### src/rtl/anita_scaler_pkg.sv
// Shared types and helpers for the ANITA deadtime scaler bank.
package anita_scaler_pkg;

  typedef enum logic {
    MODE_LEVEL = 1'b0,
    MODE_EDGE  = 1'b1
  } mode_e;

  // Exponent of the reported scaler LSB, in counted events.
  function automatic int scaler_lsb_exp(input int prescale_bits, input int cnt_bits,
                                        input int out_bits);
    return prescale_bits + cnt_bits - out_bits;
  endfunction

endpackage

### src/rtl/anita_deadtime_channel.sv
// One deadtime channel: edge detect, interval mode, prescaler, saturating
// accumulator and the per-second latch of its top bits.
module anita_deadtime_channel
  import anita_scaler_pkg::*;
#(
  parameter int PRESCALE_BITS = 5,
  parameter int CNT_BITS      = 23,
  parameter int OUT_BITS      = 16
) (
  input  logic                clk250_i,
  input  logic                rst_i,
  input  logic                dead_i,
  input  logic                mode_i,
  input  logic                pps_i,
  output logic [OUT_BITS-1:0] scaler_o,
  output logic                ovf_o
);

  logic                     dead_q;
  mode_e                    mode_q;
  logic [PRESCALE_BITS-1:0] presc;
  logic [CNT_BITS-1:0]      cnt;
  logic                     ovf_acc;
  logic                     evt;

  always_comb begin
    evt = (mode_q == MODE_EDGE) ? (dead_i & ~dead_q) : dead_i;
  end

  // NOTE: all state uses non-blocking assignments so every register samples
  // the pre-edge values, e.g. the latch below sees cnt before its clear.
  always_ff @(posedge clk250_i) begin
    if (rst_i) begin
      dead_q   <= 1'b0;
      mode_q   <= MODE_LEVEL;
      presc    <= '0;
      cnt      <= '0;
      ovf_acc  <= 1'b0;
      scaler_o <= '0;
      ovf_o    <= 1'b0;
    end else begin
      dead_q <= dead_i;
      if (pps_i) begin
        // Interval boundary wins; an event in this cycle is dropped.
        scaler_o <= cnt[CNT_BITS-1 -: OUT_BITS];
        ovf_o    <= ovf_acc;
        presc    <= '0;
        cnt      <= '0;
        ovf_acc  <= 1'b0;
        mode_q   <= mode_e'(mode_i);
      end else if (evt) begin
        presc <= presc + PRESCALE_BITS'(1);
        if (&presc) begin
          if (&cnt) ovf_acc <= 1'b1;
          else      cnt     <= cnt + CNT_BITS'(1);
        end
      end
    end
  end

endmodule

### src/rtl/anita_deadtime_scaler_bank.sv
// NCH-channel deadtime/occupancy scaler bank latched on PPS, clk250 domain.
module anita_deadtime_scaler_bank #(
  parameter int NCH           = 4,
  parameter int PRESCALE_BITS = 5,
  parameter int CNT_BITS      = 23,
  parameter int OUT_BITS      = 16
) (
  input  logic                    clk250_i,
  input  logic                    rst_i,
  input  logic [NCH-1:0]          dead_i,
  input  logic [NCH-1:0]          mode_i,
  input  logic                    pps_i,
  output logic [NCH*OUT_BITS-1:0] scaler_o,
  output logic [NCH-1:0]          ovf_o,
  output logic                    valid_o
);

  for (genvar k = 0; k < NCH; k++) begin : g_ch
    anita_deadtime_channel #(
      .PRESCALE_BITS(PRESCALE_BITS),
      .CNT_BITS     (CNT_BITS),
      .OUT_BITS     (OUT_BITS)
    ) u_ch (
      .clk250_i(clk250_i),
      .rst_i   (rst_i),
      .dead_i  (dead_i[k]),
      .mode_i  (mode_i[k]),
      .pps_i   (pps_i),
      .scaler_o(scaler_o[k*OUT_BITS +: OUT_BITS]),
      .ovf_o   (ovf_o[k])
    );
  end

  always_ff @(posedge clk250_i) begin
    if (rst_i) valid_o <= 1'b0;
    else       valid_o <= pps_i;
  end

endmodule
### config.mk
export PLATFORM = sky130hd
export DESIGN_NAME = anita_deadtime_scaler_bank
export DESIGN_NICKNAME = d
export VERILOG_FILES = /design/src/rtl/anita_scaler_pkg.sv /design/src/rtl/anita_deadtime_channel.sv /design/src/rtl/anita_deadtime_scaler_bank.sv
export SDC_FILE = /design/constraint.sdc
export NUM_CORES = 1
export LEC_CHECK = 0
export BUFFER_PORTS_ARGS = -buffer_cell sky130_fd_sc_hd__buf_2
export CAP_MARGIN = 20
export CELL_PAD_IN_SITES_DETAIL_PLACEMENT = 1
export CELL_PAD_IN_SITES_GLOBAL_PLACEMENT = 1
export CORE_AREA = 2 2 164 134
export DETAILED_ROUTE_END_ITERATION = 16
export DIE_AREA = 0 0 166 136
export PLACE_DENSITY_LB_ADDON = 0.1
export SLEW_MARGIN = 20
export SYNTH_ARGS = -nofsm -noshare
export SYNTH_HDL_FRONTEND = slang
export SYNTH_SLANG_ARGS = --single-unit
export TNS_END_PERCENT = 100
### constraint.sdc
create_clock -name clk250_i -period 2.8 [get_ports clk250_i]
set_clock_uncertainty 0.2 [all_clocks]
set_input_delay 0.28 -clock clk250_i [delete_from_list [all_inputs] [get_ports clk250_i]]
set_output_delay 0.28 -clock clk250_i [all_outputs]
set_load 0.02 [all_outputs]
==> impl_metrics.env <==
export IMPL_critPathLaunchType="flip-flop"
export IMPL_dpl_cell_area_um2=9000
export IMPL_power_mw=5.30
export IMPL_reg2reg_to="g_ch[3].u_ch.cnt[1]"
export IMPL_wire_per_inst_um=15.7
export IMPL_drtIter0Drc=275
export IMPL_worstSkewPairLatency_ns=0.43
export IMPL_synth_mux_area_share_pct=10.3
export IMPL_rsz0062_at_grt="false"
export IMPL_die_area_um2=22600
export IMPL_layout_min_cycle_time_ns=2.53
export IMPL_io_buffers=79
export IMPL_synth_xor_area_share_pct=5.30
export IMPL_ys_types=52
export IMPL_core_um2=21100
export IMPL_pwr_share_seq_pct=52.1
export IMPL_peakVddDrop_uv=309
export IMPL_synth_top_area_cell="dfxtp_1"
export IMPL_worst_slew_pin_slew_ns=0.688
export IMPL_wl_um=20000
export IMPL_hold_path_depth=2
export IMPL_track_usage_pct=18.1
export IMPL_crit_path_top_delay_cell="a21o_1"
export IMPL_avgSynthCellArea_um2=9.15
export IMPL_r2r_cells=6
export IMPL_vias=6683
export IMPL_final_nets=1006
export IMPL_ant_nets=0
export IMPL_ff2ff_setup_slack_ns=0.27
export IMPL_synth_top_family_by_area="simple AND/OR/NAND/NOR gates"
export IMPL_p_leak_nw=3.67
export IMPL_synth_top_area_share_pct=46.8
export IMPL_placementRows=48
export IMPL_cp_max_fo=22
export IMPL_clockPowerShare_pct=44.6
export IMPL_syn_nets=926
export IMPL_hold_violations=0
export IMPL_synth_main_ff_cell="dfxtp_1"
export IMPL_synth_edf_count=0
export IMPL_finalInstanceArea_um2=9630
export IMPL_pin_count=80
export IMPL_cp_required_ns=2.89
export IMPL_yosys_area_share_simple_pct=22.9
export IMPL_cts_htree_levels=4
export IMPL_yosysMostFrequentCell="dfxtp_1"
export IMPL_cts_buffers=17
export IMPL_syn_area_um2=8260
export IMPL_clk_path_buf_depth=2
export IMPL_grt_antenna_before_repair=0
export IMPL_power_switching_mw=1.13
export IMPL_hold_start="rst_i"
export IMPL_worst_setup_path_type="reg2reg"
export IMPL_grt_pass1_vias=6661
export IMPL_power_share_switching_pct=21.3
export IMPL_min_path_type="in2reg"
export IMPL_slew_viol_final=0
export IMPL_fin_ws_ns=0.269
export IMPL_cts_sinks=193
export IMPL_synth_compound_area_share_pct=9.72
export IMPL_synthCells=903
export IMPL_cp_arrival_ns=2.62
export IMPL_grt_max_degree=63
export IMPL_overflow=0
export IMPL_diodes=0
export IMPL_yosys_top_cells_count="193 x dfxtp_1, 150 x nor2_1, 85 x mux2i_1"
export IMPL_rr_startpoint="g_ch[3].u_ch.cnt[0]"
export IMPL_synth_yosys_seq_area_share_pct=46.8
export IMPL_power_density_nw_per_um2=550
export IMPL_setup_viol=0
export IMPL_clk_transition_reported_paths_ns=0.07
export IMPL_status="complete, no violations"
export IMPL_cts_setup_buffers=0
export IMPL_chipWidth_um=166
export IMPL_post_dp_hpwl_um=13700
export IMPL_slew_headroom_pct=54.1
export IMPL_finalCritPeriodShare_pct=90.4
export IMPL_synth_area_leaders="dfxtp_1 47%, mux2i_1 10%, nor2_1 6.8%"
export IMPL_ys_seq_elements=193
export IMPL_fin_tns_setup_ns=0
export IMPL_internal_power_mw=4.17
export IMPL_start_util_pct=39.2
export IMPL_synth_warnings=0
export IMPL_place_congestion=0.720
export IMPL_instances_no_fill=1268
export IMPL_dr_pass1_iters=4
export IMPL_endpoint_kind="flip-flop"
export IMPL_via_per_inst=5.27
export IMPL_place_ws_ns=0.337
export IMPL_grt_pass1_wl_um=33500
export IMPL_max_freq_mhz=395
export IMPL_async_flop_share_pct=0
export IMPL_root_buffer="clkbuf_16"
export IMPL_maxCapViolCount=0
export IMPL_cp_slowest_stage_delay_ns=0.62
export IMPL_fp_dieH_um=136
export IMPL_post_place_cells=1231
export IMPL_holdPathEnd="g_ch[2].u_ch.scaler_o[0]"
export IMPL_drive_gt1_share_pct=14.3
export IMPL_synth_fa_ha_area_share_pct=1.82
export IMPL_area_growth_pct=16.6
export IMPL_crit_path_cell_trace="ha_1 > nand4_1 > nor4_2 > a21o_1 > mux2i_1 > nor2_1"
export IMPL_combinationalPowerShare_pct=3.3
export IMPL_drc=0
export IMPL_cts_tree="built"
[area by class of cell]
class	count	area, um2
Sequential cell	193	3860
Multi-Input combinational cell	646	4150
Clock inverter	5	81.3
Fill cell	2478	11500
Timing Repair Buffer	111	671
Inverter	14	52.6
Clock buffer	24	472
Tap cell	275	344
[cell usage in the layout, fill, tap and decap left out, types with 3 or more instances in the layout]
master,netlist,layout
dlygate4sd3_1,0,8
clkbuf_16,0,17
clkbuf_1,35,5
and3_1,14,14
o31ai_1,14,13
buf_4,4,24
o2111ai_1,3,3
dfxtp_1,193,193
and4_1,12,12
o21ai_0,19,19
mux2i_1,85,85
nor2_1,150,149
a211oi_1,13,13
a2111oi_0,4,4
xnor2_1,36,36
inv_1,14,14
nand4_1,29,29
o21a_1,3,3
xor2_1,14,14
and2_1,7,7
nor2b_1,6,6
ha_1,12,12
nor4_1,7,7
or4_1,18,18
a41oi_1,4,4
a21boi_2,3,3
a21oi_1,34,34
buf_2,6,78
nand2_1,51,51
a21boi_0,3,3
or3_1,21,21
o211ai_1,9,9
nand3_1,37,37
nor3_1,13,13
[kinds of logic (layout without fill, tap and decap cells)]
kind of cell               count (synthesis)  after routing
and+or+nand+nor                          379            379
DFF                                      193            193
AOI/OAI and AO/OA                        120            120
muxes                                     85             85
buffers and inverters                     64            154
xor gates and xnor gates                  50             50
adders and majority gates                 12             12
[worst max path at each step]
stage | endpoint | from | depth (start not counted)
3_3_place_gp | g_ch[3].u_ch.cnt[1] | g_ch[3].u_ch.cnt[0] | 6
4_1_cts | g_ch[3].u_ch.cnt[1] | g_ch[3].u_ch.cnt[0] | 6
6_report | g_ch[3].u_ch.cnt[1] | g_ch[3].u_ch.cnt[0] | 6
5_1_grt | g_ch[3].u_ch.cnt[1] | g_ch[3].u_ch.cnt[0] | 6
3_5_place_dp | g_ch[3].u_ch.cnt[1] | g_ch[3].u_ch.cnt[0] | 6
2_1_floorplan | g_ch[2].u_ch.cnt[7] | g_ch[2].u_ch.cnt[0] | 7
[worst max-delay path, delay by kind of cell (launching register included)]
kind	cells	cell delay, ns
fa+ha+maj	1	0.22
compound gates	1	0.62
flops	1	0.40
simple gates	3	0.72
mux	1	0.25
[through the flow]
step,hold WS (ns),utilization [%]
final,0.0642,45.7
after global routing,0.0723,45.7
after CTS,0.0593,45.7
after detailed placement,0.267,42.7
after global placement,0.255,42.7
after floorplan,0.208,-
[sequential cells by signal, indices dropped and copies added, names as in the netlist]
name and cells:
valid_o 1, g_ch.u_ch.presc 20, g_ch.u_ch.dead_q 4, g_ch.u_ch.ovf_acc 4, g_ch.u_ch.mode_q 4, g_ch.u_ch.ovf_o 4, g_ch.u_ch.cnt 92, g_ch.u_ch.scaler_o 64
[power groups by stage]
stage                     sequential (mW)  clock (mW)  combinational [mW]
after floorplan                      2.82           0               0.115
after global placement               2.82           0               0.167
after detailed placement             2.83           0               0.170
after CTS                            2.76        2.46               0.179
after global routing                 2.76        2.56               0.191
final                                2.76        2.36               0.174
[metal layers]
metal | vias up | part of all wire (%) | global-route usage [%]
met1 | 3205 | 52 | 24.9
met2 | 75 | 44 | 29.2
li1 | 3385 | - | -
met3 | 18 | 2.7 | 3.44
met4 | 0 | 1.2 | 5.41
met5 | - | 0 | 0
[timing repair]
item,in CTS,in global routing
hold buffers,8,0
hold endpoints to repair,8,0
resized for setup,0,0
No activity file was read; power rests on OpenSTA's default activity.
